File: src/rtl/regfile_port_arbiter_pkg.sv
// Shared definitions for the register-file write-port sequencer: the
// sequencer state encoding and the default register-file geometry.
package regfile_port_arbiter_pkg;

  localparam int NREG_DEF = 32;
  localparam int AW_DEF   = 5;
  localparam int DW_DEF   = 32;

  // INIT sweeps zeros, RUN arbitrates core vs debug, DBG is the forced debug slot
  typedef enum logic [1:0] {
    ST_INIT = 2'd0,
    ST_RUN  = 2'd1,
    ST_DBG  = 2'd2
  } fsm_t;

endpackage

File: src/rtl/sat_wait_counter.sv
// Aging counter for a pending debug write: counts consecutive cycles the
// request loses to the core and flags when the next loss must be the last.
module sat_wait_counter #(
  parameter int MAX_WAIT = 4
) (
  input  logic clk,
  input  logic startin_n,
  input  logic inc,
  output logic at_limit
);

  localparam int WW = $clog2(MAX_WAIT + 1);
  localparam logic [WW-1:0] LIMIT = WW'(MAX_WAIT - 1);
  localparam logic [WW-1:0] TOP   = WW'(MAX_WAIT);

  logic [WW-1:0] wcnt;

  // Count losses while inc is held, saturating at MAX_WAIT; any other cycle clears
  always_ff @(posedge clk or negedge startin_n) begin
    // NOTE: sequential state uses non-blocking assignments so every flop samples pre-edge values.
    if (!startin_n) begin
      wcnt <= '0;
    end else if (!inc) begin
      wcnt <= '0;
    end else if (wcnt != TOP) begin
      wcnt <= wcnt + 1'b1;
    end
  end

  assign at_limit = (wcnt == LIMIT);

endmodule

File: src/rtl/regfile_port_arbiter.sv
// Owner of the register file's single write port: zero-fills r1..r(NREG-1)
// after reset or soft_init, then shares the port between core writeback
// (priority) and a debug requester that is forced through after MAX_WAIT losses.
module regfile_port_arbiter
  import regfile_port_arbiter_pkg::*;
#(
  parameter int NREG     = NREG_DEF,
  parameter int AW       = AW_DEF,
  parameter int DW       = DW_DEF,
  parameter int MAX_WAIT = 4
) (
  input  logic          clk,
  input  logic          startin_n,
  input  logic          soft_init,
  input  logic          cpu_we,
  input  logic [AW-1:0] cpu_waddr,
  input  logic [DW-1:0] cpu_wdata,
  output logic          cpu_stall,
  input  logic          dbg_req,
  input  logic [AW-1:0] dbg_addr,
  input  logic [DW-1:0] dbg_wdata,
  output logic          dbg_gnt,
  output logic          busy,
  output logic          rf_we,
  output logic [AW-1:0] rf_waddr,
  output logic [DW-1:0] rf_wdata
);

  localparam logic [AW-1:0] FIRST_IDX = AW'(1);
  localparam logic [AW-1:0] LAST_IDX  = AW'(NREG - 1);

  fsm_t          fsm, fsm_next;
  logic [AW-1:0] idx, idx_next;
  logic          init_pend, init_pend_next;

  logic core_eff;
  logic wait_inc;
  logic wait_at_limit;

  // r0 is hardwired in the register file, so a core write to it is no write at all
  assign core_eff = cpu_we && (cpu_waddr != '0);

  // The debug request only ages while it is actually losing to the core
  assign wait_inc = (fsm == ST_RUN) && dbg_req && core_eff;

  sat_wait_counter #(
    .MAX_WAIT (MAX_WAIT)
  ) u_wait (
    .clk       (clk),
    .startin_n (startin_n),
    .inc       (wait_inc),
    .at_limit  (wait_at_limit)
  );

  // State register: sequencer state, sweep index and deferred-init flag
  always_ff @(posedge clk or negedge startin_n) begin
    if (!startin_n) begin
      fsm       <= ST_INIT;
      idx       <= FIRST_IDX;
      init_pend <= 1'b0;
    end else begin
      fsm       <= fsm_next;
      idx       <= idx_next;
      init_pend <= init_pend_next;
    end
  end

  // Next-state logic: sweep progress, forced debug slot and soft_init handling
  always_comb begin
    // NOTE: defaults first so every path assigns every signal and no latch is inferred.
    fsm_next       = fsm;
    idx_next       = idx;
    init_pend_next = init_pend;
    case (fsm)
      ST_INIT: begin
        if (idx == LAST_IDX) begin
          fsm_next = ST_RUN;
          idx_next = FIRST_IDX;
        end else begin
          idx_next = idx + 1'b1;
        end
      end
      ST_RUN: begin
        if (dbg_req && core_eff && wait_at_limit) begin
          // The forced slot wins; a coincident soft_init is remembered for after it
          fsm_next = ST_DBG;
          if (soft_init) init_pend_next = 1'b1;
        end else if (soft_init) begin
          fsm_next = ST_INIT;
        end
      end
      ST_DBG: begin
        if (soft_init) init_pend_next = 1'b1;
        fsm_next = (soft_init || init_pend) ? ST_INIT : ST_RUN;
      end
      default: fsm_next = ST_INIT;
    endcase
    // Every sweep starts at r1 and consumes any deferred init request
    if (fsm_next == ST_INIT && fsm != ST_INIT) begin
      idx_next       = FIRST_IDX;
      init_pend_next = 1'b0;
    end
  end

  // Output logic: drive the write port from the state and current requests
  always_comb begin
    rf_we     = 1'b0;
    rf_waddr  = cpu_waddr;
    rf_wdata  = cpu_wdata;
    dbg_gnt   = 1'b0;
    busy      = 1'b0;
    cpu_stall = 1'b1;
    case (fsm)
      ST_INIT: begin
        rf_we    = 1'b1;
        rf_waddr = idx;
        rf_wdata = '0;
        busy     = 1'b1;
      end
      ST_RUN: begin
        cpu_stall = 1'b0;
        if (core_eff) begin
          rf_we = 1'b1;
        end else if (dbg_req) begin
          dbg_gnt  = 1'b1;
          rf_we    = (dbg_addr != '0);
          rf_waddr = dbg_addr;
          rf_wdata = dbg_wdata;
        end
      end
      ST_DBG: begin
        dbg_gnt  = 1'b1;
        rf_we    = (dbg_addr != '0);
        rf_waddr = dbg_addr;
        rf_wdata = dbg_wdata;
      end
      default: ;
    endcase
    // The state flops already hold INIT during reset, so the port itself must be quietened
    if (!startin_n) begin
      rf_we     = 1'b0;
      rf_waddr  = '0;
      rf_wdata  = '0;
      dbg_gnt   = 1'b0;
      busy      = 1'b1;
      cpu_stall = 1'b1;
    end
  end

endmodule
File: config.mk
export PLATFORM = sky130hd
export DESIGN_NAME = regfile_port_arbiter
export DESIGN_NICKNAME = d
export VERILOG_FILES = /design/src/rtl/regfile_port_arbiter_pkg.sv /design/src/rtl/sat_wait_counter.sv /design/src/rtl/regfile_port_arbiter.sv
export SDC_FILE = /design/constraint.sdc
export NUM_CORES = 1
export LEC_CHECK = 0
export ABC_AREA = 0
export CAP_MARGIN = 30
export CORE_UTILIZATION = 38
export CTS_CLUSTER_SIZE = 20
export DETAILED_ROUTE_END_ITERATION = 7
export PLACE_DENSITY = 0.87
export SKIP_CTS_REPAIR_TIMING = 1
export SLEW_MARGIN = 30
export SYNTH_ARGS = -nofsm -noshare
export SYNTH_HDL_FRONTEND = slang
export SYNTH_SLANG_ARGS = --single-unit
File: constraint.sdc
create_clock -name clk -period 5.7 [get_ports clk]
set_clock_uncertainty 0.05 [all_clocks]
set_input_delay 1.425 -clock clk [delete_from_list [all_inputs] [get_ports clk]]
set_output_delay 1.425 -clock clk [all_outputs]
set_load 0.01 [all_outputs]
**After elaboration in Yosys (flattened, before gate mapping)**

Cells that the tools add are included.

- Register bits: 11
- Memories kept: 0
- Output and inout bits: 41
- Memory bits (read-only): 0
- Bits of input ports: 79
- Logic and storage cells: 62
- Memory bits (writable): 0
- Bits in latches: 0

- Order comparisons: 0
- Equal/unequal tests: 7
- Multiply operators: 0
- Mux-type cells: 34
- Reduce and logical (&&, ||, !) cells: 15
- Add/sub/neg operators: 2
- Shift operators: 0
- Bitwise operators: 0
- Div/mod/pow operators: 0

Operators with widths:

| cell | count |
|---|---|
| 2-to-1 mux 32 bit | 3 |
| case mux 32 bit (3 select lines) | 1 |
| 2-to-1 mux 5 bit | 6 |
| case mux 5 bit (3 select lines) | 1 |
| 2-to-1 mux 1 bit | 14 |
| nonzero test 5 bit | 2 |
| logical AND 1 bit | 6 |
| 2-to-1 mux 2 bit | 3 |
| 2-to-1 mux 3 bit | 2 |
| case mux 2 bit (3 select lines) | 1 |
| adder 5 x 1 -> 5 bit, second input constant | 1 |
| == test 5 bit, second input constant | 1 |
| zero test 2 bit | 2 |
| case mux 1 bit (2 select lines) | 2 |
| nonzero test 2 bit | 2 |
| adder 3 x 1 -> 3 bit, second input constant | 1 |
| == test 3 x 2 -> 1 bit, second input constant | 1 |
| != test 3 x 1 -> 1 bit, second input constant | 1 |
| != test 3 bit, second input constant | 1 |
| case mux 1 bit (3 select lines) | 1 |
| nonzero test 3 bit | 1 |
| == test 2 x 1 -> 1 bit, second input constant | 1 |
| == test 2 bit, second input constant | 1 |
| != test 2 bit, second input constant | 1 |
| 2 further kinds | 2 |

**Longest topological paths before layout**

Gate-level depths: netlist (run 1).

- Depth after elaboration: 10
- Gate-level depth with buffers: 8
- Depth with buffers taken out: 8

**By module**

A second synthesis (run 1) with hierarchy kept.

- Cell total of the unflattened synthesis: 218
- Area, all modules: 1659.1 um^2

Modules (own cells, without submodules):

| module | area each (um^2) | times used | cells each | sequential area each (um^2) |
|---|---|---|---|---|
| regfile_port_arbiter | 1485.2 | 1 | 200 | 201.4 |
| sat_wait_counter | 173.9 | 1 | 18 | 75.1 |

**Least setup slack after synthesis (run 1)**

Ideal clock, no wire load.

- Path type: in2out
- Start: input port cpu_waddr[0]
- End: output port rf_wdata[10]
- Stages: 6
- Data arrival time: 2860 ps
- Setup slack: 1365 ps
- Required time: 4225 ps
- Cells stage by stage: or4_4 > o21ai_2 > a31o_4 > buf_4 > nand3_1 > a21boi_0

- Word-level cells in the longest chain between the ends: 5

Ends and longest elaborated chain:

| element | RTL line | source |
|---|---|---|
| start, declared | regfile_port_arbiter.sv:16 | `input logic [AW-1:0] cpu_waddr,` |
| nonzero test 5 bit | regfile_port_arbiter.sv:41 | `assign core_eff = cpu_we && (cpu_waddr != '0);` |
| logical AND 1 bit | regfile_port_arbiter.sv:41 |  |
| 2-to-1 mux 32 bit | regfile_port_arbiter.sv:122 | `if (core_eff) begin` |
| case mux 32 bit (3 select lines) | regfile_port_arbiter.sv:113 | `case (fsm)` |
| 2-to-1 mux 32 bit | regfile_port_arbiter.sv:140 | `if (!startin_n) begin` |
| end, declared | regfile_port_arbiter.sv:26 | `output logic [DW-1:0] rf_wdata` |

No other way between the ends.

**Final worst setup path (run 1)**

- Start: input port cpu_waddr[0]
- End: output port rf_wdata[0]

The elaborated chain is that of the path after synthesis.

==> results of run 1 <==
placed cells by master, fill, tap and decap left out, types with 2 or more instances in the layout:
cell type,instances
clkdlybuf4s50_1,119
nand2_1,40
nand3_1,39
a21boi_0,18
nand3_2,14
a21boi_2,14
o21ai_0,10
dfrtp_1,10
inv_1,9
ha_1,9
a21oi_1,4
clkbuf_8,3
and3_1,2
nand2b_1,2
nor2b_1,2
nand3b_1,2
a31o_1,2
nor2_1,2
buf_12,2
buf_4,2
per-layer routing:
| layer | up-vias | GRT usage (%) | part of all wire (%) |
|---|---|---|---|
| met2 | 72 | 38.2 | 49 |
| met4 | 0 | 5.99 | 1.6 |
| li1 | 987 | - | - |
| met5 | - | 0 | 0 |
| met1 | 913 | 27.9 | 41 |
| met3 | 8 | 3.83 | 8.3 |
cell type report:
class	count	area (um^2)
multi-input combinational	178	1210
clock buffer	4	45.0
tap	50	62.6
timing repair buffer	123	1250
inverter	10	37.5
sequential	11	277
fill	348	1210
where the power goes:
part	switching, mW	internal (mW)
Sequential	0.0252	0.106
Combinational	0.237	0.261
Clock	0.0277	0.0490
worst register-to-register path, cell delays in order (launching register included):
cell	delay (ps)
dfrtp_1	410
inv_1	120
ha_1	440
nor2b_1	450
o21ai_0	180
a211oi_2	340
or2_4	200
a31o_1	140
worst min path at each step:
stage,endpoint,start,depth (start not counted),slack [ps]
after floorplan,init_pend,init_pend,1,400
after global placement,init_pend,init_pend,1,430
after detailed placement,init_pend,init_pend,1,430
after CTS,init_pend,init_pend,1,440
after global routing,init_pend,init_pend,1,470
final,init_pend,init_pend,1,440
kinds of logic (layout without fill, tap and decap cells):
| logic type | Yosys count | count (layout) | synth area share [%] |
|---|---|---|---|
| fa+ha+maj | 9 | 9 | 6.83 |
| simple gates | 107 | 107 | 35.1 |
| xor+xnor | 1 | 1 | 0.532 |
| compound gates | 61 | 61 | 31.1 |
| flops | 11 | 11 | 16.8 |
| buf+inv | 27 | 137 | 9.72 |
sequential cells by signal (all words and copies together), names as in the netlist:
signal	count
u_wait.wcnt	3
idx	5
init_pend	1
fsm	2
stage by stage:
step                util (%)  hold slack [ps]
finish                  70.5              439
global route            70.5              475
CTS                     70.5              443
detailed placement      69.4              433
global placement        69.4              427
floorplan                  -              405
==> impl_results.md, run 1 <==
* Status: completed
* Reg2Reg Capture Point: idx[3]
* Critical path type: in2out
* IO Pins at 120
* Most used flip-flop cell after synthesis: dfrtp_1
* Initial DRC count at 94
* CP max-delay cell: or4_4
* Cell count along the critical path at 8
* Overflow after GRT at 0
* Yosys Warn Count at 0
* Setup violators final at 0
* Worst Path Required at 4220 ps
* Async SR Flop Fraction at 100%
* Clock latency on the worst-skew pair at 240 ps
* Die Span Y at 67.9 um
* Most used cell, CP: clkdlybuf4s50_1
* Power, Total at 0.706 mW
* DP Wirelength at 4270 um
* Synth Register Bits at 11
* CP Max Fanout at 19
* Period utilization at 95.8%
* End of the critical path: rf_wdata[0]
* First-pass GRT wire length at 7820 um
* Nets@finish at 415
* Post-synthesis sequential area ratio at 16.8%
* CP peak stage delay at 580 ps
* Drt total wl at 5510 um
* Final hold vios at 0
* CP top delay family: buffers and inverters
* Worst-path clk slew at 50 ps
* Cell variety after synth at 42
* Max frequency at 183 MHz
* Worst IR drop on VDD at 0.212 mV
* Yosys top cell area share at 15.2%
* DP Area at 0.00283 mm^2
* Final cell count without fillers at 376
* Total GRT Usage at 22.1%
* Leakage power at 0.982 nW
* CTS tree: done
* Rel. slew slack at 51.5%
* Initial antenna violation count at 0
* Most numerous cell in the Yosys netlist: nand2_1
* Clk sinks at 11
* DRC Markers at 0
* Worst setup margin at 241 ps
* Site Rows at 23
* Area Growth Syn to Fin at 74.7%
* Pre-CTS setup slack at 239 ps
* Post-synth EDFFs at 0
* Largest area contributor in the netlist: dfrtp_1
* RR Startpoint: fsm[0]
* RSZ-0062 raised after global routing: false
* Cell Area, Synth at 0.00165 mm^2
* Pwr/cell area at 245 mW/mm^2
* Most frequent cells after synthesis: 40 x nand2_1, 39 x nand3_1, 18 x a21boi_0
* Total negative slack at 0 ps
* Kind of start point of the critical path: input pin
* First drt pass iteration count at 4
* Final instance area at 0.00288 mm^2
* Core box area at 0.00409 mm^2
* Worst path buffer plus inverter count at 3
* Worst slew pin tran at 726 ps
* GP Congestion at 0.844
* TritonCTS buffer count at 3
* Die Wd at 67.9 um
* Clock buffer depth at 2
* Critical path origin: cpu_waddr[0]
* Crit path DAT at 3980 ps
* Layout cells sized above 1 at 13.5%
* Drt via density at 5.27
* CP cell instances: clkdlybuf4s50_1 -> or4_4 -> o21ai_2 -> a31o_4 -> buf_12 -> nand3_1 -> a21boi_0 -> clkdlybuf4s50_1
* Largest cells by area after synthesis: dfrtp_1 15%, nand3_1 12%, a21boi_2 9.6%
* Post-DRT Antenna Nets at 0
* Cells after Synth at 216
* Final Slew Violations at 0
* Dpl cells at 372
* Vias in the first global route at 1664
* MaxCap Viol Count at 0
* Initial Util at 40.3%
* Die area at 0.00460 mm^2
* DR vias at 1980
* Post-Synthesis Net Count at 304
* ANT cells at 0
* Worst setup EP type: output pin
* R2R cell count at 7
* Hold crit path type: reg2reg
* Post-detailed-route wirelength per cell at 14.7 um
* Port Buffers at 119
* Min cycle time layout at 5460 ps
* Largest net degree at the start of global routing at 52
* H-tree levels at 1
* Mean post-synth cell area at 7.63 um^2
* Root buffer cell: clkbuf_8
* Reg2reg setup slack at 3320 ps
Power figures use the tool's default switching activity.
==> run 2, diff against run 1 <==
Settings changed: CORE_UTILIZATION 38 to 39, CTS_BUF_LIST set to sky130_fd_sc_hd__clkbuf_8, PLACE_DENSITY 0.87 to 0.89.
==> impl_results.md, run 2 (same netlist as run 1, synthesis figures left out) <==
* Register area at 277 um^2
* Total GRT Usage at 23.3%
* CP Max Fanout at 12
* Pre-CTS setup slack at 260 ps
* Die area at 0.00449 mm^2
* H-tree levels at 1
* Drt total wl at 5490 um
* CTS tree: done
* ANT cells at 0
* Largest register FFs at 5
* Port Buffers at 119
* Hold crit path type: reg2reg
* Largest net degree at the start of global routing at 52
* Layout cells sized above 1 at 13.8%
* Max frequency at 184 MHz
* Die Wd at 67 um
* Final hold vios at 0
* TritonCTS buffer count at 3
* Worst slew pin tran at 709 ps
* Clock buffer depth at 2
* Leakage power at 0.989 nW
* DR vias at 1991
* Worst setup EP type: output pin
* IO Pins at 120
* Final Slew Violations at 0
* Total negative slack at 0 ps
* Vias in the first global route at 1825
* Period utilization at 95.5%
* Worst setup margin at 255 ps
* Rel. slew slack at 52.7%
* Final instance area at 0.00287 mm^2
* Core box area at 0.00403 mm^2
* Worst Path Required at 4220 ps
* Kind of start point of the critical path: input pin
* DRC Markers at 0
* Area of the multi-input gates at 0.00121 mm^2
* Min cycle time layout at 5450 ps
* Worst-path clk slew at 50 ps
* RSZ-0062 raised after global routing: false
* Largest register by flop count: idx
* Crit path DAT at 3970 ps
* DP Area at 0.00283 mm^2
* Dpl cells at 373
* Final-layout fill cell count at 325
* Worst IR drop on VDD at 0.269 mV
* First drt pass iteration count at 4
* Commonest non-fill, non-tap cells in the layout: 119 x clkdlybuf4s50_1, 40 x nand2_1, 39 x nand3_1
* DP Wirelength at 4190 um
* Post-DRT Antenna Nets at 0
* Status: completed
* Worst hold margin at 443 ps
* Initial antenna violation count at 0
* Overflow after GRT at 0
* Post-detailed-route wirelength per cell at 14.6 um
* Largest regs: idx: 5 flops, u_wait.wcnt: 3 flops, fsm: 2 flops
* Clk sinks at 11
* Initial Util at 40.9%
* Clock latency on the worst-skew pair at 230 ps
* Nets@finish at 416
* First-pass GRT wire length at 8220 um
* GP Congestion at 0.911
* Critical path type: in2out
* Setup violators final at 0
* Power, Total at 0.695 mW
* Final cell count without fillers at 377
* Commonest non-fill, non-tap cell in the layout: clkdlybuf4s50_1
* MaxCap Viol Count at 0
* Site Rows at 23
* Drt via density at 5.28
* Pwr/cell area at 242 mW/mm^2
* Layout Utilization at 71.3%
* Area Growth Syn to Fin at 74.4%
* Die Span Y at 67 um
* Initial DRC count at 97
* Root buffer cell: clkbuf_8
==> run 2: cell count changes in the layout (fill, tap and decap cells not counted), sizes merged <==
cell / change
buf: +1
clkbuf: -1
inv: +1
==> run 2: worst paths after layout <==
path                                to         start  cells past startpoint  slack (ps)
max                        rf_wdata[7]  cpu_waddr[0]                      8         250
max reg2reg                     idx[2]        fsm[0]                      7        3320
min in group asynchronous       fsm[1]     startin_n                      2        1610
max in group asynchronous       idx[0]     startin_n                      2        3650
min reg2reg                  init_pend     init_pend                      1         440
min                          init_pend     init_pend                      1         440
==> run 2: routing by layer <==
metal  GRT usage, %  up-vias  part of all wire [%]
met5              0        -                     0
met4           6.38        0                   1.2
met3           4.11        6                   7.1
met2           43.4       68                    51
met1           26.5      925                    41
li1               -      992                     -
==> run 2: critical path, stage by stage <==
cell	delay, ps
clkdlybuf4s50_1	430
or4_4	570
o21ai_2	190
a31o_4	280
buf_4	180
nand3_1	90
a21boi_0	240
clkdlybuf4s50_1	570
==> run 2: power by group <==
group          total, mW  internal (mW)  switching (mW)
clock network     0.0741         0.0471          0.0270
registers          0.131          0.106          0.0252
logic              0.490          0.254           0.236
total              0.695          0.407           0.288
==> run 2: cell type report <==
cell class / instances / share of cell area [%]
multi-input cells: 178 / 42.1
well taps: 50 / 2.18
clock inverters: 1 / 0.131
flip-flops and latches: 11 / 9.62
repair buffers: 124 / 43.2
inverters: 10 / 1.31
clock buffers: 3 / 1.44
